==> config.mk <==
export PLATFORM = sky130hd
export DESIGN_NAME = quad_mux_arbiter
export DESIGN_NICKNAME = d
export VERILOG_FILES = /design/src/rtl/quad_mux_arbiter.sv
export SDC_FILE = /design/constraint.sdc
export NUM_CORES = 1
export LEC_CHECK = 0
export ABC_AREA = 1
export CAP_MARGIN = 30
export CORE_MARGIN = 2
export CORE_UTILIZATION = 48
export CTS_BUF_LIST = sky130_fd_sc_hd__clkbuf_4 sky130_fd_sc_hd__clkbuf_8
export DETAILED_ROUTE_END_ITERATION = 16
export GPL_ROUTABILITY_DRIVEN = 0
export GPL_TIMING_DRIVEN = 0
export PLACE_DENSITY = 0.86
export SLEW_MARGIN = 40
export SYNTH_ARGS = -nofsm -noshare
export SYNTH_HDL_FRONTEND = slang
export SYNTH_SLANG_ARGS = --single-unit
==> constraint.sdc <==
create_clock -name CLK -period 1.65 [get_ports CLK]
set_input_delay 0.33 -clock CLK [delete_from_list [all_inputs] [get_ports CLK]]
set_output_delay 0.33 -clock CLK [all_outputs]
set_load 0.03 [all_outputs]
==> src/rtl/quad_mux_arbiter.sv <==
// quad_mux_arbiter
//   Round-robin arbiter and sequencer for a shared quad 2-to-1 multiplexer.
//   Two 4-bit sources (A, B) compete for the bus. The block drives the mux
//   select S and disable E, issues grants, and registers the transferred
//   nibble onto Y with a one-cycle Y_VALID strobe. A per-grant beat limit
//   (MAX_HOLD) forces a hand-over when the other side is waiting.
//
// Handshake: a beat happens in any cycle where GNT_x=1 and REQ_x=1; the data
//   on that side is sampled at the following rising edge and appears on Y
//   with Y_VALID=1. Data must stay stable while REQ_x is high.
//
// Ports
//   CLK, RST        clock, synchronous active-high reset
//   REQ_A, A        source A request and data
//   REQ_B, B        source B request and data
//   GNT_A, GNT_B    grant (from registered state only)
//   S               mux select (0 = A, 1 = B); holds last grant in IDLE
//   E               mux disable (1 = Y of the mux forced to 0)
//   Y, Y_VALID      registered transferred nibble and its strobe
//   dbg_state       current FSM state (0 IDLE, 1 GRANT_A, 2 GRANT_B)
module quad_mux_arbiter #(
  parameter int MAX_HOLD = 4,
  parameter int CNT_W    = 4
) (
  input  logic       CLK,
  input  logic       RST,
  input  logic       REQ_A,
  input  logic [3:0] A,
  input  logic       REQ_B,
  input  logic [3:0] B,
  output logic       GNT_A,
  output logic       GNT_B,
  output logic       S,
  output logic       E,
  output logic [3:0] Y,
  output logic       Y_VALID,
  output logic [1:0] dbg_state
);

  typedef enum logic [1:0] {
    IDLE    = 2'd0,
    GRANT_A = 2'd1,
    GRANT_B = 2'd2
  } state_t;

  // last side encoding: 0 = A, 1 = B
  state_t           state_q, state_d;
  logic [CNT_W-1:0] cnt_q, cnt_d;
  logic             last_q, last_d;
  logic             s_q, s_d;
  logic [3:0]       y_q, y_d;
  logic             y_valid_q, y_valid_d;

  logic at_limit;
  logic enter_a;
  logic enter_b;

  assign at_limit = (cnt_q == CNT_W'(MAX_HOLD - 1));

  always_comb begin
    state_d   = state_q;
    cnt_d     = cnt_q;
    last_d    = last_q;
    s_d       = s_q;
    y_d       = y_q;
    y_valid_d = 1'b0;
    enter_a   = 1'b0;
    enter_b   = 1'b0;

    case (state_q)
      IDLE: begin
        if (REQ_A && REQ_B) begin
          // tie goes to the side that was not granted last
          if (last_q) enter_a = 1'b1;
          else        enter_b = 1'b1;
        end else if (REQ_A) begin
          enter_a = 1'b1;
        end else if (REQ_B) begin
          enter_b = 1'b1;
        end
      end

      GRANT_A: begin
        if (!REQ_A) begin
          if (REQ_B) enter_b = 1'b1;
          else       state_d = IDLE;
        end else begin
          y_d       = A;
          y_valid_d = 1'b1;
          if (at_limit) begin
            // limit reached: hand over if B waits, otherwise wrap and keep A
            if (REQ_B) enter_b = 1'b1;
            else       cnt_d   = '0;
          end else begin
            cnt_d = cnt_q + 1'b1;
          end
        end
      end

      GRANT_B: begin
        if (!REQ_B) begin
          if (REQ_A) enter_a = 1'b1;
          else       state_d = IDLE;
        end else begin
          y_d       = B;
          y_valid_d = 1'b1;
          if (at_limit) begin
            if (REQ_A) enter_a = 1'b1;
            else       cnt_d   = '0;
          end else begin
            cnt_d = cnt_q + 1'b1;
          end
        end
      end

      default: state_d = IDLE;
    endcase

    // entering a grant restarts the beat count and records the owner
    if (enter_a) begin
      state_d = GRANT_A;
      cnt_d   = '0;
      last_d  = 1'b0;
      s_d     = 1'b0;
    end else if (enter_b) begin
      state_d = GRANT_B;
      cnt_d   = '0;
      last_d  = 1'b1;
      s_d     = 1'b1;
    end
  end

  always_ff @(posedge CLK) begin
    if (RST) begin
      state_q   <= IDLE;
      cnt_q     <= '0;
      last_q    <= 1'b1;
      s_q       <= 1'b0;
      y_q       <= 4'h0;
      y_valid_q <= 1'b0;
    end else begin
      state_q   <= state_d;
      cnt_q     <= cnt_d;
      last_q    <= last_d;
      s_q       <= s_d;
      y_q       <= y_d;
      y_valid_q <= y_valid_d;
    end
  end

  assign GNT_A     = (state_q == GRANT_A);
  assign GNT_B     = (state_q == GRANT_B);
  assign S         = s_q;
  assign E         = !(GNT_A || GNT_B);
  assign Y         = y_q;
  assign Y_VALID   = y_valid_q;
  assign dbg_state = state_q;

endmodule

==> summary.md <==
| Metric | Value |
|---|---|
| Outcome | `finished clean` |
| Vias in the first global route | `757` |
| CP top delay family | `buffers and inverters` |
| Synthesized area per cell | `7.06 µm²` |
| Skew final | `0.00254 ns` |
| WP data arrival | `1.27 ns` |
| First-pass GRT wire length | `3190 µm` |
| Critical Path Sink Type | `primary output` |
| Layout cells sized above 1 | `18.6%` |
| Area leader, netlist | `dfxtp_1` |
| Peak fanout along the critical path | `1` |
| Clock sinks | `13` |
| Slowest cell delay on critical path | `0.66 ns` |
| Ys Warns | `0` |
| Final worst path period share | `97.0%` |
| Max-Cap Viols | `0` |
| Slew margin rel. | `77.8%` |
| CTS tree | `built` |
| HP Class | `flip-flop to flip-flop` |
| CP Depth | `1` |
| Buf/Inv on CP | `1` |
| Final Setup Violations | `0` |
| Reg2reg setup slack | `0.13 ns` |
| Hold Vio Cnt, Final | `0` |
| Initial Utilization | `51.4%` |
| CP cell instances | `clkdlybuf4s50_1` |
| Cts hold-fix bufs | `0` |
| DR pass1 iterations | `4` |
| Root Buffer | `clkbuf_4` |
| Hpwl dp | `1430 µm` |
| Fin crit period | `1.60 ns` |
| Worst-path clk slew | `0.08 ns` |
| Pin count of the biggest net entering global routing | `9` |
| Layout Utilization | `72.5%` |
| Worst setup SP type | `flip-flop` |
| Finished Layout Cells | `156` |
| Worst VDD drop | `690 µV` |
| Hold Crit Start | `S` |
| Mean routed wirelength per cell | `12.0 µm` |
| Routed via count | `809` |
| CTS Buffer Depth | `2` |
| Finished Cell Area | `1100 µm²` |
| Leak pwr | `0.616 nW` |
| Pwr per Cell Area | `985 nW/µm²` |
| R2R Path End | `cnt_q[0]` |
| Total CTS buffers | `3` |
| Initial antenna violation count | `0` |
| Netlist cell types | `20` |
| Total track usage | `22.5%` |
| Placed Area | `1030 µm²` |
| Buffers added on ports | `22` |
| Slowest stage cell on the critical path | `clkdlybuf4s50_1` |
| I/O Pins | `23` |
| Max Clk Rate | `625 MHz` |
| Top cell type's share of synthesized area | `33.2%` |
| Area Growth Syn to Fin | `41.1%` |
| Worst reg-to-reg path cell count | `9` |
| Post-route ant nets | `0` |
| Die Ht | `44.4 µm` |
| Reg2reg start | `dbg_state[1]` |
| Grt ovf | `0` |
| Hold depth | `2` |
| Clock latency at the later pin of the worst-skew pair | `0.28 ns` |
| Worst-margin pin slew | `0.333 ns` |
| Number of vias per cell | `5.19` |
| DR DRC count | `0` |
| Cells after DPL | `149` |
| Diode count | `0` |
| WS Path Type | `flip-flop to primary output` |
| Die area | `1970 µm²` |
| Layout net count | `157` |
| Yosys reg bits | `13` |
| Syn Nets | `127` |
| Hold Path End | `S` |
| Hold_ws | `0.503 ns` |
| Htree depth | `1` |
| Synthesized cell area | `783 µm²` |
| Synth area leaders | `dfxtp_1 (33%), nand2_1 (13%), inv_1 (6.7%)` |
| Register area share after synthesis | `33.2%` |
| 1st-iter DRT viols | `14` |
| Slew Viols, Final | `0` |
| Cells after Synth | `111` |
| Req. time, crit path | `1.32 ns` |
| Die X | `44.4 µm` |
| Core Area | `1520 µm²` |
| Final WL | `1870 µm` |
| Site Rows | `14` |
[metal layers]
metal	track usage (%)	part of all wire, %
met5	0	0
met4	12.7	2.0
met3	4.08	5.3
met2	38.5	51
met1	26.1	42
[logic make-up (layout without fill, tap and decap cells)]
| family | count (synthesis) | after routing | synth area share [%] |
|---|---|---|---|
| and+or+nand+nor | 55 | 55 | 33.2 |
| DFF | 13 | 13 | 33.2 |
| muxes | 4 | 4 | 5.11 |
| buffers and inverters | 16 | 45 | 8.63 |
| AOI/OAI and AO/OA | 17 | 17 | 11.2 |
| adders and majority gates | 4 | 4 | 6.39 |
| xor gates and xnor gates | 2 | 2 | 2.24 |
[flip-flops by register name, indices dropped and copies added, names as in the netlist]
name,flops
Y,4
cnt_q,4
dbg_state,2
S,1
Y_VALID,1
last_q,1
[Yosys cell counts (all sizes together)]
cell type  count
nand2         33
inv           15
dfxtp         13
nor2          13
a21oi          8
nand3          8
o21ai          8
ha             4
mux2i          4
a21boi         1
and2           1
buf            1
xnor2          1
xor2           1
[power breakdown]
group / internal, mW / switching, mW
Sequential: 0.354 / 0.0225
Clock: 0.110 / 0.104
Combinational: 0.208 / 0.290
Total: 0.672 / 0.416
[final cells by class]
class / count / area (µm²)
Clock buffer: 4 / 30.0
Inverter: 15 / 60.1
Multi-Input combinational cell: 82 / 473
Tap cell: 16 / 20.0
Sequential cell: 13 / 263
Timing Repair Buffer: 25 / 248
Buffer: 1 / 11.3
Fill cell: 122 / 419
[placed cells by master (no fill, tap or decap), drive strengths merged]
cell,synthesis,final
a21boi,1,1
a21oi,8,8
and2,1,1
buf,1,6
clkbuf,0,5
clkdlybuf4s50,0,12
clkinvlp,0,1
dfxtp,13,13
dlymetal6s2s,0,7
ha,4,4
inv,15,14
mux2i,4,4
nand2,33,33
nand3,8,8
nor2,13,13
o21ai,8,8
xnor2,1,1
xor2,1,1
[worst max-delay path by stage]
stage	startpoint	end	slack, ns
4_1_cts	dbg_state[0]	E	-0.21
3_5_place_dp	dbg_state[0]	E	-0.24
5_1_grt	dbg_state[1]	E	-0.005
3_3_place_gp	dbg_state[0]	E	-0.21
2_1_floorplan	dbg_state[0]	cnt_q[0]	0.02
6_report	Y_VALID	Y_VALID	0.05
[through the flow]
stage                     total power, mW  setup WS (ns)  setup TNS (ns)
final                                1.09         0.0500               0
after CTS                            1.06         -0.207          -0.207
after detailed placement            0.854         -0.244          -0.503
after floorplan                     0.695         0.0175               0
after global routing                 1.16       -0.00513        -0.00513
after global placement              0.841         -0.208          -0.225
[what timing repair did]
action | in CTS | in global routing
gates resized for setup | 7 | 18
endpoints found under the setup margin | 3 | 12
buffers inserted | 0 | 3
pin swaps | 0 | 1
(Power assumes the default switching activity.)
